File: config.mk
export PLATFORM = sky130hd
export DESIGN_NAME = timer_bank
export DESIGN_NICKNAME = d
export VERILOG_FILES = /design/src/rtl/timer_bank.sv
export SDC_FILE = /design/constraint.sdc
export NUM_CORES = 1
export LEC_CHECK = 0
export CORE_ASPECT_RATIO = 2
export CORE_MARGIN = 3
export CORE_UTILIZATION = 40
export DETAILED_ROUTE_END_ITERATION = 6
export PLACE_DENSITY = 0.62
export SYNTH_ARGS = -nofsm -noshare
export SYNTH_HDL_FRONTEND = slang
export SYNTH_SLANG_ARGS = --single-unit
File: constraint.sdc
create_clock -name clk -period 8.65 [get_ports clk]
set_input_delay 1.2975 -clock clk [delete_from_list [all_inputs] [get_ports clk]]
set_output_delay 1.2975 -clock clk [all_outputs]
set_load 0.05 [all_outputs]
File: src/rtl/timer_bank.sv
// rtl/timer_bank.sv - bank of N_CH bus-mapped countdown timers with per-channel IRQ
// Optional prescaler: define TIMER_BANK_PRESCALE_EN to enable CTRL[15:8] PSC.
module timer_bank #(
  parameter int          N_CH      = 2,
  parameter logic [31:0] BASE_ADDR = 32'h7F00,
  parameter int          CH_STRIDE = 16
) (
  input  logic              clk,
  input  logic              reset,
  input  logic [29:0]       pr_addr,
  input  logic              pr_we,
  input  logic [31:0]       pr_wd,
  output logic [31:0]       pr_rd,
  output logic [N_CH-1:0]   irq
);

  typedef enum logic [1:0] {
    S_IDLE = 2'd0,
    S_LOAD = 2'd1,
    S_CNT  = 2'd2,
    S_INT  = 2'd3
  } state_t;

  localparam logic [29:0] L_BASE_W = BASE_ADDR[31:2];
  localparam logic [29:0] L_SPAN_W = 30'(N_CH * CH_STRIDE / 4);

  logic [29:0]     w_woff;
  logic            w_hit;
  logic [1:0]      w_word;
  logic [N_CH-1:0] w_sel;
  logic [31:0]     w_rd_ch [N_CH];

  // Decode on word addresses; each channel window is four words.
  assign w_woff = pr_addr - L_BASE_W;
  assign w_hit  = (pr_addr >= L_BASE_W) && (w_woff < L_SPAN_W);
  assign w_word = w_woff[1:0];

  always_comb begin
    pr_rd = 32'h0;
    for (int i = 0; i < N_CH; i++) begin
      if (w_sel[i]) pr_rd = w_rd_ch[i];
    end
  end

  for (genvar g = 0; g < N_CH; g++) begin : g_ch
    logic        r_en;
    logic        r_mode;
    logic        r_im;
    logic        r_pend;
    logic [31:0] r_preset;
    logic [31:0] r_count;
    state_t      r_state;

    state_t      w_state_nxt;
    logic [31:0] w_count_nxt;
    logic        w_pend_set;
    logic        w_en_clr;
    logic        w_tick;
    logic        w_wr_ctrl;
    logic        w_wr_preset;
    logic        w_wr_status;
    logic [31:0] w_ctrl_rd;
    logic [31:0] w_rd;

    assign w_sel[g]    = w_hit && (w_woff[29:2] == 28'(g));
    assign w_wr_ctrl   = pr_we && w_sel[g] && (w_word == 2'd0);
    assign w_wr_preset = pr_we && w_sel[g] && (w_word == 2'd1);
    assign w_wr_status = pr_we && w_sel[g] && (w_word == 2'd3);

`ifdef TIMER_BANK_PRESCALE_EN
    logic [7:0] r_psc;
    logic [7:0] r_psc_cnt;
    logic [7:0] w_psc_cnt_nxt;

    assign w_tick    = (r_psc_cnt == r_psc);
    assign w_ctrl_rd = {16'h0, r_psc, 4'h0, r_im, 1'b0, r_mode, r_en};
`else
    assign w_tick    = 1'b1;
    assign w_ctrl_rd = {24'h0, 4'h0, r_im, 1'b0, r_mode, r_en};
`endif

    always_comb begin
      w_state_nxt = r_state;
      w_count_nxt = r_count;
      w_pend_set  = 1'b0;
      w_en_clr    = 1'b0;
`ifdef TIMER_BANK_PRESCALE_EN
      w_psc_cnt_nxt = r_psc_cnt;
`endif
      case (r_state)
        S_IDLE: begin
          if (r_en) w_state_nxt = S_LOAD;
        end
        S_LOAD: begin
          w_count_nxt = r_preset;
          w_state_nxt = S_CNT;
`ifdef TIMER_BANK_PRESCALE_EN
          w_psc_cnt_nxt = 8'h0;
`endif
        end
        S_CNT: begin
          if (!r_en) begin
            w_state_nxt = S_IDLE;
          end else begin
`ifdef TIMER_BANK_PRESCALE_EN
            w_psc_cnt_nxt = w_tick ? 8'h0 : r_psc_cnt + 8'h1;
`endif
            if (w_tick) begin
              // PRESET of 0 or 1 both expire on the first counting cycle.
              if (r_count > 32'd1) begin
                w_count_nxt = r_count - 32'd1;
              end else begin
                w_count_nxt = 32'h0;
                w_pend_set  = 1'b1;
                w_state_nxt = S_INT;
              end
            end
          end
        end
        S_INT: begin
          if (r_mode) begin
            w_state_nxt = S_LOAD;
          end else begin
            w_en_clr    = 1'b1;
            w_state_nxt = S_IDLE;
          end
        end
        default: w_state_nxt = S_IDLE;
      endcase
    end

    always_ff @(posedge clk or negedge reset) begin
      if (!reset) begin
        r_state  <= S_IDLE;
        r_count  <= 32'h0;
        r_preset <= 32'h0;
        r_en     <= 1'b0;
        r_mode   <= 1'b0;
        r_im     <= 1'b0;
        r_pend   <= 1'b0;
`ifdef TIMER_BANK_PRESCALE_EN
        r_psc     <= 8'h0;
        r_psc_cnt <= 8'h0;
`endif
      end else begin
        r_state <= w_state_nxt;
        r_count <= w_count_nxt;
`ifdef TIMER_BANK_PRESCALE_EN
        r_psc_cnt <= w_psc_cnt_nxt;
`endif
        // A bus write to CTRL overrides the one-shot EN auto-clear.
        if (w_wr_ctrl) begin
          r_en   <= pr_wd[0];
          r_mode <= pr_wd[1];
          r_im   <= pr_wd[3];
`ifdef TIMER_BANK_PRESCALE_EN
          r_psc  <= pr_wd[15:8];
`endif
        end else if (w_en_clr) begin
          r_en <= 1'b0;
        end
        if (w_wr_preset) r_preset <= pr_wd;
        if (w_pend_set) begin
          r_pend <= 1'b1;
        end else if (w_wr_status && pr_wd[0]) begin
          r_pend <= 1'b0;
        end
      end
    end

    always_comb begin
      w_rd = 32'h0;
      case (w_word)
        2'd0: w_rd = w_ctrl_rd;
        2'd1: w_rd = r_preset;
        2'd2: w_rd = r_count;
        2'd3: w_rd = {31'h0, r_pend};
        default: w_rd = 32'h0;
      endcase
    end

    assign w_rd_ch[g] = w_rd;
    // Derived from flops only, so async reset drops it immediately.
    assign irq[g] = r_pend & r_im;
  end

endmodule
Word-level counts from Yosys, hierarchy flattened

Index checks and enable logic that the tools add are counted.

Add/subtract/negate cells: 3
Eq/ne operators: 16
Order comparisons: 4
Bitwise operators: 2
Reduce and logical (&&, ||, !) cells: 27
Multiplexer cells: 38

Operators by type and width:

| cell                                                                              | number |
|---|---|
| 32-bit case mux with 4 select lines                                               | 2 |
| 32-bit two-way mux                                                                | 6 |
| 32-bit case mux with 2 select lines                                               | 2 |
| 32-bit by 1-bit greater-than comparator with 1-bit output (second input constant) | 2 |
| 32-bit by 1-bit subtractor with 32-bit output (second input constant)             | 2 |
| 30-bit by 13-bit >= comparator with 1-bit output (second input constant)          | 1 |
| 30-bit by 4-bit less-than comparator with 1-bit output (second input constant)    | 1 |
| 30-bit by 13-bit subtractor with 30-bit output (second input constant)            | 1 |
| 28-bit by 1-bit == test with 1-bit output (second input constant)                 | 1 |
| 28-bit logical NOT                                                                | 1 |
| 1-bit two-way mux                                                                 | 20 |
| 2-bit case mux with 4 select lines                                                | 2 |
| 1-bit logical AND                                                                 | 13 |
| 2-bit == test (second input constant)                                             | 6 |
| 2-bit two-way mux                                                                 | 6 |
| 2-bit nonzero test                                                                | 6 |
| 2-bit inequality test (second input constant)                                     | 4 |
| 2-bit AND reduction                                                               | 4 |
| 2-bit by 1-bit == test with 1-bit output (second input constant)                  | 3 |
| 2-bit logical NOT                                                                 | 3 |
| 3-bit inequality test (second input constant)                                     | 2 |
| 1-bit bitwise AND                                                                 | 2 |

Input port bits: 65
Output and inout bits: 34
Register bits: 140
Logic and storage cells: 104

Logic depth before layout (Yosys ltp)

Gate-level depths: netlist of the first run.

Depth after elaboration: 9
Mapped depth: 10
Gate-level depth less buffers: 8

Worst setup path after synthesis of the first run

No wires, ideal clock.

Path kind: input to output
From: input port pr_addr[4]
To: output port pr_rd[21]
Path buffers: 2
Required time: 7.352 ns
Setup slack: 3.214 ns
Data arrival time: 4.138 ns
Stages on the path: 7
Cells stage by stage: or4_1 -> or4_1 -> nor4_1 -> o2111ai_1 -> buf_2 -> buf_1 -> a211oi_1

Cells in the longest elaborated chain, start to end: 6
Elaborated cells on any way between the ends: 10
Classes of those cells: add/sub: 1; order compare: 2; eq/ne: 1; mux: 2; reduce/logical: 4

RTL lines:

| item                                                   | RTL line | text |
|---|---|---|
| start: declaration                                     | 10       | `input logic [29:0] pr_addr,` |
| 30-bit by 13-bit subtractor with 30-bit output         | 34       | `assign w_woff = pr_addr - L_BASE_W;` |
| 30-bit by 4-bit less-than comparator with 1-bit output | 35       | `assign w_hit = (pr_addr >= L_BASE_W) && (w_woff < L_SPAN_W);` |
| 1-bit logical AND                                      | 35       |  |
| 1-bit logical AND                                      | 65       | `assign w_sel[g] = w_hit && (w_woff[29:2] == 28'(g));` |
| 32-bit two-way mux                                     | 41       | `if (w_sel[i]) pr_rd = w_rd_ch[i];` |
| 32-bit two-way mux *                                   | 41       |  |
| end: declaration                                       | 13       | `output logic [31:0] pr_rd,` |

Mark *: on every way between the ends. The rest lies on a longest branch, timed or not.

Worst setup path after layout of the first run

Same ends and word-level chain as after synthesis.

==> results.sh, run 1 <==
export IMPL_status="finished, final reports clean"
export IMPL_timing_critical_path_cells="clkdlybuf4s50_1 > or4_1 > or4_1 > nor4_1 > o2111ai_4 > a211oi_1 > clkdlybuf4s50_1"
export IMPL_min_period_over_period_pct=74.0
export IMPL_drt_pass1_iter_count=5
export IMPL_clk_latency_ns=0.44
export IMPL_synthArstFlopShare_pct=100
export IMPL_crit_buf_inv=2
export IMPL_synth_net_count=901
export IMPL_count_of_final_setup_violators=0
export IMPL_reg2regPathDepth=8
export IMPL_postSynthCellCount=832
export IMPL_static_leakage_power_nw=4.40
export IMPL_grt_setup_unrepaired="no"
export IMPL_hold_path_end="g_ch[0].r_im$_DFFE_PN0P_"
export IMPL_ys_ff_latch=140
export IMPL_worst_setup_path_end_kind="primary output"
export IMPL_rr_endpoint="g_ch[0].r_count[16]$_DFFE_PN0P_"
export IMPL_finClkSkew_ns=0.00667
export IMPL_grt_start_max_net_pins=77
export IMPL_synthesis_area_per_instance_sq_um=9.90
export IMPL_r2r_start="g_ch[0].r_count[26]$_DFFE_PN0P_"
export IMPL_cp_required_ns=7.35
export IMPL_power_per_cell_area_nw_per_um2=150
export IMPL_timing_reg2reg_setup_slack_ns=5.08
export IMPL_area_growth_syn_to_layout_pct=21.6
export IMPL_die_y_um=209
export IMPL_netlist_area_before_placement_sq_um=8240
export IMPL_number_of_ports_placed_on_the_die_boundary=99
export IMPL_grt_remaining_overflow=0
export IMPL_fillCellCount=1874
export IMPL_grt_antenna_before_repair=2
export IMPL_place_detailed_hpwl_um=20200
export IMPL_grt_pass1_vias=7529
export IMPL_rows=73
export IMPL_clk_pin_slew_ns=0.05
export IMPL_hold_path_startpoint="g_ch[0].r_im$_DFFE_PN0P_"
export IMPL_globalplace_congestion=0.874
export IMPL_cts_repair_resize_count=0
export IMPL_die_width_um=107
export IMPL_root_buffer_selected_by_cts="sky130_fd_sc_hd__clkbuf_16"
export IMPL_wire_per_inst_um=24.0
export IMPL_synth_top_flop_cell="sky130_fd_sc_hd__dfrtp_1"
export IMPL_dp_worst_setup_slack_ns=2.25
export IMPL_cts_buffers_inserted=17
export IMPL_finalHoldViolations=0
export IMPL_synth_warning_count=0
export IMPL_floorplan_initialDensity_pct=41.0
export IMPL_drtIter0Drc=469
export IMPL_drc_errors=0
export IMPL_nNetsFinal=963
export IMPL_max_cap_violations=0
export IMPL_worst_setup_path_start_kind="input port"
export IMPL_path_delay_family="simple AND/OR/NAND/NOR gates"
export IMPL_cts_buffer_depth=2
export IMPL_dieArea_sq_um=22500
export IMPL_whs_path_depth=1
export IMPL_cts_tree="done"
export IMPL_drive_gt1_share_pct=14.7
export IMPL_fmaxAchievable_ghz=0.156
export IMPL_timing_final_max_slew_violations=0
export IMPL_via_count=7592
export IMPL_cts_hold_buffers=0
export IMPL_fin_crit_ns=6.40
export IMPL_cts_setup_buffers=0
export IMPL_portBuffers=98
export IMPL_grtUsageTotal_pct=25.5
export IMPL_seq_area_frac_synth_pct=42.5
export IMPL_critPathMaxStageDelay_ns=0.86
export IMPL_worst_path_max_fanout=38
export IMPL_cp_num_cells=7
export IMPL_final_total_negative_setup_slack_ns=0
export IMPL_worst_path_arrival_time_ns=5.11
export IMPL_grt_pass1_wl_um=44000
export IMPL_antenna_left=0
export IMPL_postRouteWirelength_um=28100
export IMPL_clock_sink_count=140
export IMPL_slew_limit_headroom_pct=23.6
export IMPL_worst_slew_pin_transition_ns=1.15
export IMPL_synth_lib_cells_used_distinct=60
export IMPL_setup_ws_ns=2.25
export IMPL_peakVddDrop_mv=0.122
export IMPL_core_area_sq_um=20100
export IMPL_htree_num_levels=4
export IMPL_synth_enable_flop_cells=0
export IMPL_routed_via_density=6.48
export IMPL_hp_class="flip-flop to flip-flop"
export IMPL_crit_slowest_cell="sky130_fd_sc_hd__clkdlybuf4s50_1"
export IMPL_crit_type="input port to primary output"
==> power by group <==
part / internal (W) / switching, W / total [W]
registers: 0.000655 / 0.0000000000828 / 0.000655
clock network: 0.000469 / 0.000291 / 0.000760
logic: 0.0000346 / 0.0000515 / 0.0000861
==> kinds of logic after synthesis <==
kind of cell	share of synthesized area (%)
AOI/OAI and AO/OA	24.0
muxes	12.1
adders and majority gates	0.608
DFF	42.5
buffers and inverters	4.69
and+or+nand+nor	16.1
==> synth_stat cells (all sizes together), types with 3 or more instances <==
| library cell | number | area share, % |
|---|---|---|
| dfrtp | 140 | 43 |
| mux2 | 68 | 11 |
| a22oi | 55 | 5.0 |
| clkbuf | 55 | 2.5 |
| nand2 | 47 | 2.1 |
| nand3 | 41 | 2.5 |
| a211oi | 35 | 3.2 |
| nor2 | 35 | 1.6 |
| a221oi | 31 | 3.3 |
| o21ai | 31 | 1.9 |
| nor3 | 24 | 1.5 |
| a21oi | 23 | 1.4 |
| inv | 23 | 1.0 |
| or3 | 21 | 1.6 |
| nor4 | 20 | 1.5 |
| or4 | 18 | 1.6 |
| buf | 14 | 1.1 |
| nand2b | 10 | 0.76 |
| o211ai | 10 | 0.91 |
| a22o | 9 | 0.96 |
| o22ai | 9 | 0.68 |
| o311ai | 8 | 0.85 |
| o31ai | 8 | 0.73 |
| a221o | 7 | 0.85 |
| a32oi | 7 | 0.74 |
| and2 | 7 | 0.53 |
| mux2i | 7 | 0.85 |
| nand4 | 7 | 0.53 |
| nor2b | 7 | 0.53 |
| a211o | 5 | 0.53 |
| o41ai | 5 | 0.53 |
| or2 | 5 | 0.38 |
| ha | 4 | 0.61 |
| a31oi | 3 | 0.23 |
| a32o | 3 | 0.36 |
| o2111ai | 3 | 0.32 |
| o21a | 3 | 0.27 |
==> through the flow <==
step | util (%) | hold slack (ns) | cell area (sq um) | cells | total power [W]
6_report | 49.9 | 0.530 | 10000 | 1171 | 0.00150
5_1_grt | 49.9 | 0.550 | 10000 | 1171 | 0.00154
4_1_cts | 49.8 | 0.531 | 10000 | 1169 | 0.00151
3_5_place_dp | 46.8 | 0.518 | 9400 | 1137 | 0.000753
3_3_place_gp | 46.8 | 0.506 | 9400 | 1137 | 0.000753
2_1_floorplan | - | 0.465 | 8240 | 832 | 0.000691
==> metal layers <==
layer	GRT usage, %	up-vias	part of all wire (%)	routed length, um
li1	-	3405	-	-
met1	30.1	3815	38	10600
met2	44.6	295	53	14900
met3	3.99	77	4.5	1260
met4	12.3	0	4.7	1310
met5	0	-	0	0
==> layout by cell type (no fill, tap or decap), drive strengths merged, types with 9 or more instances in the layout <==
master,count
o22ai,9
clkbuf,23
buf,16
or3,21
mux2,68
a22o,9
clkdlybuf4s50,96
or4,18
nand2b,10
nor4,20
o21ai,31
a21oi,23
dfrtp,140
a221oi,31
a22oi,55
o211ai,10
a211oi,35
nor2,35
nand2,47
nand3,41
nor3,24
inv,23
==> worst max-delay path by stage <==
stage                     startpoint        end  slack [ns]
after floorplan           pr_addr[4]  pr_rd[21]        3.21
after global placement    pr_addr[4]  pr_rd[30]        2.32
after detailed placement  pr_addr[4]   pr_rd[7]        2.25
after CTS                 pr_addr[4]  pr_rd[21]        2.24
after global routing      pr_addr[4]  pr_rd[16]        1.99
final                     pr_addr[4]  pr_rd[21]        2.25
==> cell type report <==
class                   instances  area, sq um  area share (%)
multi-input cells             599         4390            43.8
flip-flops and latches        140         3500            35.0
repair buffers                112         1080            10.8
clock buffers                  23          508            5.07
well taps                     262          328            3.27
clock inverters                 9          109            1.09
inverters                      24         90.1           0.899
diodes                          2         5.00          0.0500
==> registers in the layout, summed over array words and instances, names as in the netlist <==
signal	cells
g_ch.r_count	64
g_ch.r_en	2
g_ch.r_im	2
g_ch.r_mode	2
g_ch.r_pend	2
g_ch.r_preset	64
g_ch.r_state	4
No activity file was read; power rests on OpenSTA's default activity.
==> run 2, diff against run 1 <==
Settings changed: PLACE_DENSITY 0.62 to 0.65.
Clock period 8.65 ns to 5.8 ns, I/O delays scaled along.
==> run 2 against run 1 <==
Total power grew 50%. Cell count is the same. Design area rose by 0.37%. First-iteration DRC count increased by 7.9%. Critical path depth rose by 1. Core utilization increased by 0.19 points. Setup slack worse by 1.6 ns. Register-to-register slack got worse by 3.3 ns. Wire length is 1.9% lower. Largest power group unchanged. Highest routed layer unchanged.
==> results.sh, run 2 (same netlist as run 1, synthesis figures left out) <==
export IMPL_slew_limit_headroom_pct=24.3
export IMPL_finClkSkew_ns=0.00768
export IMPL_status="finished, final reports clean"
export IMPL_core_area_sq_um=20100
export IMPL_worst_setup_path_end_kind="primary output"
export IMPL_floorplan_initialDensity_pct=41.0
export IMPL_count_of_final_setup_violators=0
export IMPL_grtUsageTotal_pct=24.8
export IMPL_max_cap_violations=0
export IMPL_via_count=7551
export IMPL_netSwitchingPower_w=0.000518
export IMPL_cp_required_ns=4.93
export IMPL_antennaDiodeCount=0
export IMPL_place_detailed_hpwl_um=20100
export IMPL_timing_final_max_slew_violations=0
export IMPL_dieArea_sq_um=22500
export IMPL_worst_setup_path_start_kind="input port"
export IMPL_min_period_over_period_pct=88.2
export IMPL_drt_pass1_iter_count=5
export IMPL_share_of_power_burned_in_combinational_logic_pct=5.8
export IMPL_cts_setup_buffers=0
export IMPL_wire_per_inst_um=23.5
export IMPL_fmaxAchievable_ghz=0.195
export IMPL_p_int_w=0.00173
export IMPL_grt_start_max_net_pins=82
export IMPL_portBuffers=98
export IMPL_static_leakage_power_nw=4.42
export IMPL_postRouteWirelength_um=27500
export IMPL_top_regs="g_ch.r_count (64), g_ch.r_preset (64), g_ch.r_state (4)"
export IMPL_power_frac_clock_pct=50.8
export IMPL_clock_sink_count=140
export IMPL_cts_buffer_depth=2
export IMPL_hp_class="input port to async pin"
export IMPL_root_buffer_selected_by_cts="sky130_fd_sc_hd__clkbuf_16"
export IMPL_area_growth_syn_to_layout_pct=22.1
export IMPL_fin_crit_ns=5.12
export IMPL_drive_gt1_share_pct=14.9
export IMPL_cts_tree="done"
export IMPL_grt_pass1_wl_um=43100
export IMPL_antenna_left=0
export IMPL_layout_commonest_cell="sky130_fd_sc_hd__dfrtp_1"
export IMPL_htree_num_levels=4
export IMPL_multi_input_comb_area_sq_um=4390
export IMPL_drc_errors=0
export IMPL_power_share_switching_pct=23.0
export IMPL_clk_pin_slew_ns=0.06
export IMPL_cts_hold_buffers=0
export IMPL_share_seq_of_total_power_pct=43.4
export IMPL_routed_via_density=6.45
export IMPL_finalHoldViolations=0
export IMPL_worst_slew_pin_transition_ns=1.13
export IMPL_die_y_um=209
export IMPL_seqCellArea_sq_um=3500
export IMPL_critPathMaxStageDelay_ns=0.85
export IMPL_grt_pass1_vias=7620
export IMPL_crit_type="input port to primary output"
export IMPL_grt_setup_unrepaired="no"
export IMPL_worst_path_arrival_time_ns=4.25
export IMPL_rows=73
export IMPL_worst_path_max_fanout=38
export IMPL_nNetsFinal=965
export IMPL_cts_repair_resize_count=0
export IMPL_power_per_cell_area_nw_per_um2=224
export IMPL_crit_slowest_cell="sky130_fd_sc_hd__clkdlybuf4s50_1"
export IMPL_final_cell_mix="sky130_fd_sc_hd__dfrtp_1, sky130_fd_sc_hd__clkdlybuf4s50_1, sky130_fd_sc_hd__a22oi_1"
export IMPL_final_total_negative_setup_slack_ns=0
export IMPL_number_of_ports_placed_on_the_die_boundary=99
export IMPL_die_width_um=107
export IMPL_grt_remaining_overflow=0
export IMPL_grt_antenna_before_repair=0
export IMPL_cts_buffers_inserted=17
export IMPL_globalplace_congestion=0.884
export IMPL_drtIter0Drc=506
export IMPL_clk_latency_ns=0.42
export IMPL_timing_critical_path_cells="clkdlybuf4s50_1 > or4_1 > or4_1 > nor4_1 > o2111ai_4 > buf_4 > a211oi_1 > clkdlybuf4s50_1"
export IMPL_final_core_utilization_pct=50.0
export IMPL_peakVddDrop_mv=0.206
export IMPL_fillCellCount=1876
run 2: worst paths after layout:
| path | startpoint | depth (start not counted) | to | slack [ns] |
|---|---|---|---|---|
| worst max-delay path | pr_addr[4] | 8 | pr_rd[15] | 0.68 |
| worst min-delay path | reset | 1 | g_ch[0].r_preset[5]$_DFFE_PN0P_ | 0.50 |
| worst max register to register | g_ch[0].r_count[20]$_DFFE_PN0P_ | 6 | g_ch[0].r_count[11]$_DFFE_PN0P_ | 1.79 |
| worst min register to register | g_ch[1].r_im$_DFFE_PN0P_ | 1 | g_ch[1].r_im$_DFFE_PN0P_ | 0.52 |
| max in group asynchronous | reset | 2 | g_ch[1].r_count[12]$_DFFE_PN0P_ | 3.96 |
| min in group clk | g_ch[1].r_im$_DFFE_PN0P_ | 1 | g_ch[1].r_im$_DFFE_PN0P_ | 0.52 |
run 2: layer usage:
layer  GRT usage, %  part of all wire (%)  vias to the layer above
met5              0                     0                        -
met4           12.1                   4.3                        0
met3           2.53                   3.4                       77
met2           44.8                    55                      273
met1           28.8                    37                     3787
li1               -                     -                     3414
run 2: final cells by class:
class,count,area share (%)
Clock inverter,13,1.65
Multi-Input combinational cell,599,43.7
Clock buffer,19,4.50
Sequential cell,140,34.8
Inverter,24,0.896
Tap cell,262,3.26
Timing Repair Buffer,114,11.2
run 2: power groups by stage:
| stage | Sequential (W) | Combinational [W] | Clock, W |
|---|---|---|---|
| finish | 0.000977 | 0.000130 | 0.00114 |
| global route | 0.000976 | 0.000140 | 0.00120 |
| CTS | 0.000977 | 0.000131 | 0.00116 |
| detailed placement | 0.000995 | 0.000130 | 0 |
| global placement | 0.000995 | 0.000131 | 0 |
| floorplan | 0.000995 | 0.0000352 | 0 |
run 2: per-stage QoR:
step	total power (W)	hold slack (ns)	setup WS, ns	cells	instance area, sq um
after detailed placement	0.00112	0.510	0.693	1139	9440
after floorplan	0.00103	0.465	1.22	832	8240
final	0.00225	0.500	0.684	1171	10100
after global placement	0.00113	0.504	0.737	1139	9440
after CTS	0.00227	0.523	0.682	1171	10100
after global routing	0.00232	0.538	0.536	1171	10100
run 2: worst max-delay path, delay by kind of cell:
| family | cells | cell delay, ns |
|---|---|---|
| AND/OR/NAND/NOR | 3 | 1.37 |
| buffers and inverters | 3 | 1.53 |
| AO/OA/AOI/OAI | 2 | 0.43 |
==> run 3, diff against run 2 <==
Settings changed: CORE_UTILIZATION 40 to 30, PLACE_DENSITY 0.65 to 0.52.
==> run 3 against run 2 <==
Clock power shrank 4%. Combinational power is essentially flat. Register-to-register slack gained 0.39 ns. Via count shrank 1.5%. Die area grew 32%. Largest cell class unchanged.
==> results.sh, run 3 (same netlist as run 1, synthesis figures left out) <==
export IMPL_grt_start_max_net_pins=95
export IMPL_worst_setup_path_end_kind="primary output"
export IMPL_fin_crit_ns=5.34
export IMPL_rows=85
export IMPL_setup_ws_ns=0.460
export IMPL_wire_per_inst_um=23.6
export IMPL_slew_limit_headroom_pct=25.5
export IMPL_r2r_start="g_ch[1].r_count[19]$_DFFE_PN0P_"
export IMPL_min_period_over_period_pct=92.1
export IMPL_peakVddDrop_mv=0.203
export IMPL_htree_num_levels=4
export IMPL_routed_via_density=5.89
export IMPL_final_cell_mix="sky130_fd_sc_hd__dfrtp_1, sky130_fd_sc_hd__clkdlybuf4s50_1, sky130_fd_sc_hd__a22oi_1"
export IMPL_antenna_left=0
export IMPL_number_of_ports_placed_on_the_die_boundary=99
export IMPL_floorplan_initialDensity_pct=30.5
export IMPL_p_total_w=0.00220
export IMPL_cts_repair_resize_count=0
export IMPL_worst_path_arrival_time_ns=4.47
export IMPL_cts_hold_buffers=0
export IMPL_grtUsageTotal_pct=20.5
export IMPL_grt_setup_unrepaired="no"
export IMPL_max_cap_violations=0
export IMPL_status="finished, final reports clean"
export IMPL_fillCellCount=2771
export IMPL_top_regs="g_ch.r_count (64), g_ch.r_preset (64), g_ch.r_state (4)"
export IMPL_fmaxAchievable_ghz=0.187
export IMPL_grt_pass1_wl_um=45500
export IMPL_startpoint="pr_addr[4]"
export IMPL_place_detailed_hpwl_um=22200
export IMPL_worst_setup_path_start_kind="input port"
export IMPL_drc_errors=0
export IMPL_postRouteWirelength_um=29900
export IMPL_clk_latency_ns=0.43
export IMPL_area_growth_syn_to_layout_pct=23.5
export IMPL_dp_worst_setup_slack_ns=0.500
export IMPL_die_y_um=240
export IMPL_dieArea_sq_um=29600
export IMPL_finalHoldViolations=0
export IMPL_hp_class="input port to async pin"
export IMPL_via_count=7441
export IMPL_power_per_cell_area_nw_per_um2=216
export IMPL_grt_pass1_vias=7416
export IMPL_clock_sink_count=140
export IMPL_drtIter0Drc=437
export IMPL_cp_required_ns=4.93
export IMPL_static_leakage_power_nw=4.42
export IMPL_drive_gt1_share_pct=15.2
export IMPL_drt_pass1_iter_count=5
export IMPL_grt_remaining_overflow=0
export IMPL_cts_buffer_depth=2
export IMPL_core_area_sq_um=27000
export IMPL_globalplace_congestion=0.899
export IMPL_worst_slew_pin_transition_ns=1.12
export IMPL_cts_setup_buffers=0
export IMPL_crit_type="input port to primary output"
export IMPL_worst_path_max_fanout=16
export IMPL_nNetsFinal=969
export IMPL_finClkSkew_ns=0.0103
export IMPL_timing_final_max_slew_violations=0
export IMPL_die_width_um=123
export IMPL_cts_tree="done"
export IMPL_cts_buffers_inserted=17
export IMPL_final_total_negative_setup_slack_ns=0
export IMPL_portBuffers=98
export IMPL_root_buffer_selected_by_cts="sky130_fd_sc_hd__clkbuf_16"
export IMPL_clk_pin_slew_ns=0.07
export IMPL_layout_commonest_cell="sky130_fd_sc_hd__dfrtp_1"
export IMPL_grt_antenna_before_repair=2
export IMPL_count_of_final_setup_violators=0
## run 3: worst paths after layout
| path | cells past startpoint | end | slack, ns |
|---|---|---|---|
| worst min-delay path | 1 | g_ch[1].r_preset[18]$_DFFE_PN0P_ | 0.50 |
| worst max register to register | 6 | g_ch[1].r_count[20]$_DFFE_PN0P_ | 2.18 |
| worst min register to register | 1 | g_ch[1].r_count[30]$_DFFE_PN0P_ | 0.52 |
| worst max-delay path | 7 | pr_rd[7] | 0.46 |
| min in group clk | 1 | g_ch[1].r_count[30]$_DFFE_PN0P_ | 0.52 |
| max in group asynchronous | 2 | g_ch[1].r_mode$_DFFE_PN0P_ | 4.03 |
## run 3: worst max-delay path: stages
cell                              delay, ns
sky130_fd_sc_hd__clkdlybuf4s50_1       0.39
sky130_fd_sc_hd__or4_1                 0.49
sky130_fd_sc_hd__or4_1                 0.40
sky130_fd_sc_hd__nor4_1                0.48
sky130_fd_sc_hd__o2111ai_4             0.38
sky130_fd_sc_hd__a211oi_1              0.55
sky130_fd_sc_hd__clkdlybuf4s50_1       0.91
## run 3: routing by layer
| metal | global-route usage [%] | vias up | part of all wire [%] |
|---|---|---|---|
| li1 | - | 3409 | - |
| met2 | 36.1 | 258 | 54 |
| met4 | 11.1 | 0 | 5.4 |
| met1 | 23.5 | 3698 | 37 |
| met3 | 3.08 | 76 | 3.8 |
| met5 | 0 | - | 0 |
## run 3: final cells by class
class | count | area (sq um) | area share (%)
clock buffers | 18 | 429 | 4.22
well taps | 348 | 435 | 4.28
clock inverters | 14 | 145 | 1.43
multi-input cells | 599 | 4400 | 43.2
repair buffers | 118 | 1160 | 11.5
diodes | 2 | 5.00 | 0.0492
flip-flops and latches | 140 | 3500 | 34.5
inverters | 24 | 90.1 | 0.886
## run 3: through the flow
stage / instances / instance area [sq um] / util, % / hold slack (ns)
after floorplan: 832 / 8240 / - / 0.465
after global placement: 1229 / 9590 / 35.5 / 0.506
after detailed placement: 1229 / 9590 / 35.5 / 0.508
after CTS: 1261 / 10200 / 37.6 / 0.525
after global routing: 1263 / 10200 / 37.6 / 0.552
final: 1263 / 10200 / 37.6 / 0.501
## run 3: report_power, final
part	leakage, nW	switching, W	internal, W	total, W
clock network	0.272	0.000454	0.000633	0.00109
logic	2.20	0.0000772	0.0000546	0.000132
registers	1.95	0.000000000128	0.000977	0.000977
total	4.42	0.000531	0.00166	0.00220
==> RTL change 1, RTL diff (config.mk and constraints of run 3) <==
Add a define of `TIMER_BANK_PRESCALE_EN`.
--- a/src/rtl/timer_bank.sv
+++ b/src/rtl/timer_bank.sv
@@ -1,4 +1,6 @@
 // rtl/timer_bank.sv - bank of N_CH bus-mapped countdown timers with per-channel IRQ
 // Optional prescaler: define TIMER_BANK_PRESCALE_EN to enable CTRL[15:8] PSC.
+`define TIMER_BANK_PRESCALE_EN
+
 module timer_bank #(
   parameter int          N_CH      = 2,
Formal check against the unedited RTL: not equivalent (a bounded check fails within 4 cycles, from zero or initial values and one cycle with reset low).
==> RTL change 1 against run 3 <==
  * Sequential power up 23%
  * First-iteration DRC count up 66%
  * Worst setup slack gained 0.15 ns
  * Power is 18% higher
  * Synthesized area grew 25%
  * Sequential cell count grew 32
  * Critical path type unchanged
  * Largest power group unchanged
  * Cell area rose by 24%
  * Routed wire length rose by 20%
  * Maximum frequency increased by 2.9%
  * Sequential share of layout area is 0.44 points lower
==> RTL change 1: results (changes against run 3) <==
* Relative slew slack at 0.2244 (-0.03057)
* Final worst path period share at 0.8951 (-0.02553)
* Register share of the cell area at 0.3401 (-0.004407)
* Share of cells above drive strength 1 at 0.1772 (+0.02495)
* Non-clock buffering overhead at 0.1166 (+0.002014)
* Hold Path Class: flop to flop
* DR pass1 iterations at 6 (+1)
* Pint at 0.001973 W (+19%)
* Fin cells at 1,578 (+25%)
* Pleak at 5.188 nW (+17%)
* Nonclk inv count at 19 (-21%)
* Placed instance count at 1,544 (+26%)
* Status: completed
* Synth cell count leaders: dfrtp_1 (172), o21ai_0 (117), nand2_1 (95), clkbuf_1 (64), nor2_1 (56)
* Clk_buf instances at 20 (+2)
* Final HPWL DP at 26,500 um (+20%)
* Met2 usage at 0.3543 (-0.006594)
* R2R Path End: g_ch[0].r_count[14]
* Seq/Total Area, Yosys at 0.4176 (-0.007761)
* Vias in the first global route at 8,996 (+21%)
* Slowest cell delay on critical path at 0.73 ns (-0.18 ns)
* Met3 wire len at 934 um (-17%)
* Ranking of synthesized cells by area: dfrtp_1 (42%), o21ai_0 (5.7%), mux2_2 (5.5%), mux2_4 (4.4%), nand2_1 (3.5%)
* Largest net degree at the start of global routing at 108 (+14%)
* Distinct cells, synth at 66 (+10%)
* DP Worst Slack at 0.5633 ns (+0.06375 ns)
* # clock sinks at 172 (+23%)
* Slowest cell on the critical path: or3b_1
* Comb. pwr at 0.000154 W (+17%)
* RR Startpoint: g_ch[0].r_count[9]
* Placed inst area at 12,020 um2 (+25%)
* Routed len/inst at 22.69 um (-4.0%)
* Via density at 5.650 (-4.1%)
* Final Net Count at 1,198 (+24%)
-- RTL change 1: changes by cell type after synthesis, sizes merged, moves of 11 or more --
| cell | run 3 | this run |
|---|---|---|
| a21oi | 23 | 44 |
| a22o | 9 | 25 |
| a22oi | 55 | 25 |
| dfrtp | 140 | 172 |
| mux2 | 68 | 84 |
| mux2i | 7 | 23 |
| nand2 | 47 | 95 |
| nand3 | 41 | 16 |
| nor2 | 35 | 56 |
| nor3 | 24 | 35 |
| o21ai | 31 | 117 |
| xnor2 | 0 | 18 |
-- RTL change 1: cells by family (layout without fill, tap and decap cells) --
logic type                 count (synthesis)  count (layout)  share of synthesized area
xor gates and xnor gates                  22              22                    0.01869
adders and majority gates                  6               6                   0.007283
muxes                                    109             109                     0.1294
DFF                                      172             172                     0.4176
buffers and inverters                     99             171                    0.04212
and+or+nand+nor                          318             318                     0.1618
AOI/OAI and AO/OA                        342             342                     0.2231
other                                      0               2                          0
==> RTL change 2, RTL diff (settings of run 3) <==
Made on the original files. Put a register stage on the output `pr_rd`, with the module's reset. The value now appears one clock later. The other outputs are not delayed to match.
--- a/src/rtl/timer_bank.sv
+++ b/src/rtl/timer_bank.sv
@@ -25,4 +25,6 @@
   localparam logic [29:0] L_SPAN_W = 30'(N_CH * CH_STRIDE / 4);
 
+  logic [31:0] pr_rd_d;
+
   logic [29:0]     w_woff;
   logic            w_hit;
@@ -37,7 +39,7 @@
 
   always_comb begin
-    pr_rd = 32'h0;
+    pr_rd_d = 32'h0;
     for (int i = 0; i < N_CH; i++) begin
-      if (w_sel[i]) pr_rd = w_rd_ch[i];
+      if (w_sel[i]) pr_rd_d = w_rd_ch[i];
     end
   end
@@ -185,3 +187,11 @@
   end
 
+  always_ff @(posedge clk or negedge reset) begin
+    if (!reset) begin
+      pr_rd <= '0;
+    end else begin
+      pr_rd <= pr_rd_d;
+    end
+  end
+
 endmodule
Formal check against the unedited RTL: not equivalent (Yosys sat finds a counterexample within 4 cycles, from zero or initial values and one cycle with reset low).
==> RTL change 2 against run 3 <==
  * Utilization down 0.44 points
  * Routed wire length grew 1.5%
  * Worst setup slack gained 1.9 ns
  * Worst hold slack got worse by 0.025 ns
  * Synthesized area up 8.5%
  * Combinational power barely moved
  * Sequential cell count grew 32
  * Sequential share of layout area rose by 5.3 points
  * Power is 13% higher
  * Non-clock buffer count fell by 4
  * Die area rose by 8.2%
  * Cell area up 6.3%
  * Critical endpoint is now pr_rd[4]
  * Largest power group is now sequential cells
==> RTL change 2: results (changes against run 3) <==
* Placed instance count at 1,290 (+5.0%)
* Initial drt markers at 612 (+40%)
* Met3 Use GR at 0.02347 (-0.007364)
* RR Startpoint: g_ch[0].r_count[19]
* DRT Wirelength at 30,300 um (+1.5%)
* Largest regs: g_ch.r_count: 64 flops, g_ch.r_preset: 64 flops, pr_rd: 32 flops
* Seq/Total Area, Yosys at 0.4817 (+0.05632)
* Status: completed
* Overall Global Routing Usage at 0.1918 (-0.01350)
* Met1 usage at 0.2198 (-0.01475)
* Mapped Cells at 880 (+5.8%)
* Distinct cells, synth at 64 (+6.7%)
* Final Net Count at 1,018 (+5.1%)
* Via density at 5.775 (-2.0%)
* Share of cells above drive strength 1 at 0.07277 (-0.07948)
* Fill count at 2,972 (+7.3%)
* Ranking of synthesized cells by area: dfrtp_1 (48%), mux2_1 (8.6%), a22oi_1 (3.4%), a221oi_1 (2.9%), a211oi_1 (2.9%)
* Peak supply drop at 0.2049 mV (+0.82%)
* Synthesized Nets at 949 (+5.3%)
* Initial antenna violation count at 0 (-2)
* Met2 usage at 0.3516 (-0.009283)
* Crit path from: pr_addr[1]
* Final HPWL DP at 21,760 um (-1.8%)
* Worst Skew at 0.01018 ns (-0.0001208 ns)
* Pleak at 4.721 nW (+6.8%)
* Synth cell count leaders: dfrtp_1 (172), mux2_1 (68), nand2_1 (65), clkbuf_1 (46), nor2_1 (45)
* Wire length of the first global-routing pass at 47,100 um (+3.4%)
* Largest net degree at the start of global routing at 173 (+82%)
* CP arrival at 3.70 ns (-0.77 ns)
* Vias in the first global route at 7,802 (+5.2%)
## RTL change 2: worst paths after layout
check | cells after the start | endpoint
setup / recovery | 5 | pr_rd[4]
hold / removal | 2 | g_ch[1].r_preset[27]
setup reg to reg | 6 | g_ch[0].r_count[15]
hold reg to reg | 1 | g_ch[1].r_im
max in group asynchronous | 2 | g_ch[0].r_count[14]
min in group clk | 1 | g_ch[1].r_im
## RTL change 2: cells by family (layout without fill, tap and decap cells)
logic type,count (synthesis),count (layout),share of synthesized area
adders and majority gates,4,4,0.005601
buffers and inverters,81,163,0.03990
AOI/OAI and AO/OA,281,281,0.2197
muxes,78,78,0.09969
and+or+nand+nor,263,263,0.1525
xor gates and xnor gates,1,1,0.0009803
DFF,172,172,0.4817
## RTL change 2: worst max-delay path, cell delays in order
cell and delay [ns]:
clkdlybuf4s50_1 0.86, nor2b_4 0.77, buf_4 0.52, a221oi_1 0.19
a211oi_1 0.45
## RTL change 2: final cells by class
cell class | count | share of cell area
Multi-Input combinational cell | 627 | 0.3986
Sequential cell | 172 | 0.3980
Timing Repair Buffer | 114 | 0.1026
Tap cell | 360 | 0.04165
Clock buffer | 18 | 0.03969
Clock inverter | 14 | 0.01354
Inverter | 17 | 0.005901
## RTL change 2: routing by layer
layer	routed length (um)	up-vias
li1	-	3524
met1	11640	3870
met2	16740	189
met3	830	51
met5	0	-
met4	1094	0
## RTL change 2: metrics by stage
stage | worst slack, ns | area [um2] | hold WS [ns] | utilization
after floorplan | 2.796 | 8936 | 0.4647 | -
after global routing | 2.233 | 10810 | 0.5354 | 0.3720
after CTS | 2.409 | 10810 | 0.5099 | 0.3720
after global placement | 1.994 | 10240 | 0.4860 | 0.3522
after detailed placement | 1.939 | 10240 | 0.4937 | 0.3522
final | 2.391 | 10810 | 0.4765 | 0.3720
## RTL change 2: where the power goes
part	total [W]	switching [W]	internal, W
combinational	0.000132	0.0000801	0.0000523
sequential	0.00120	0.000000000132	0.00120
clock	0.00115	0.000512	0.000635
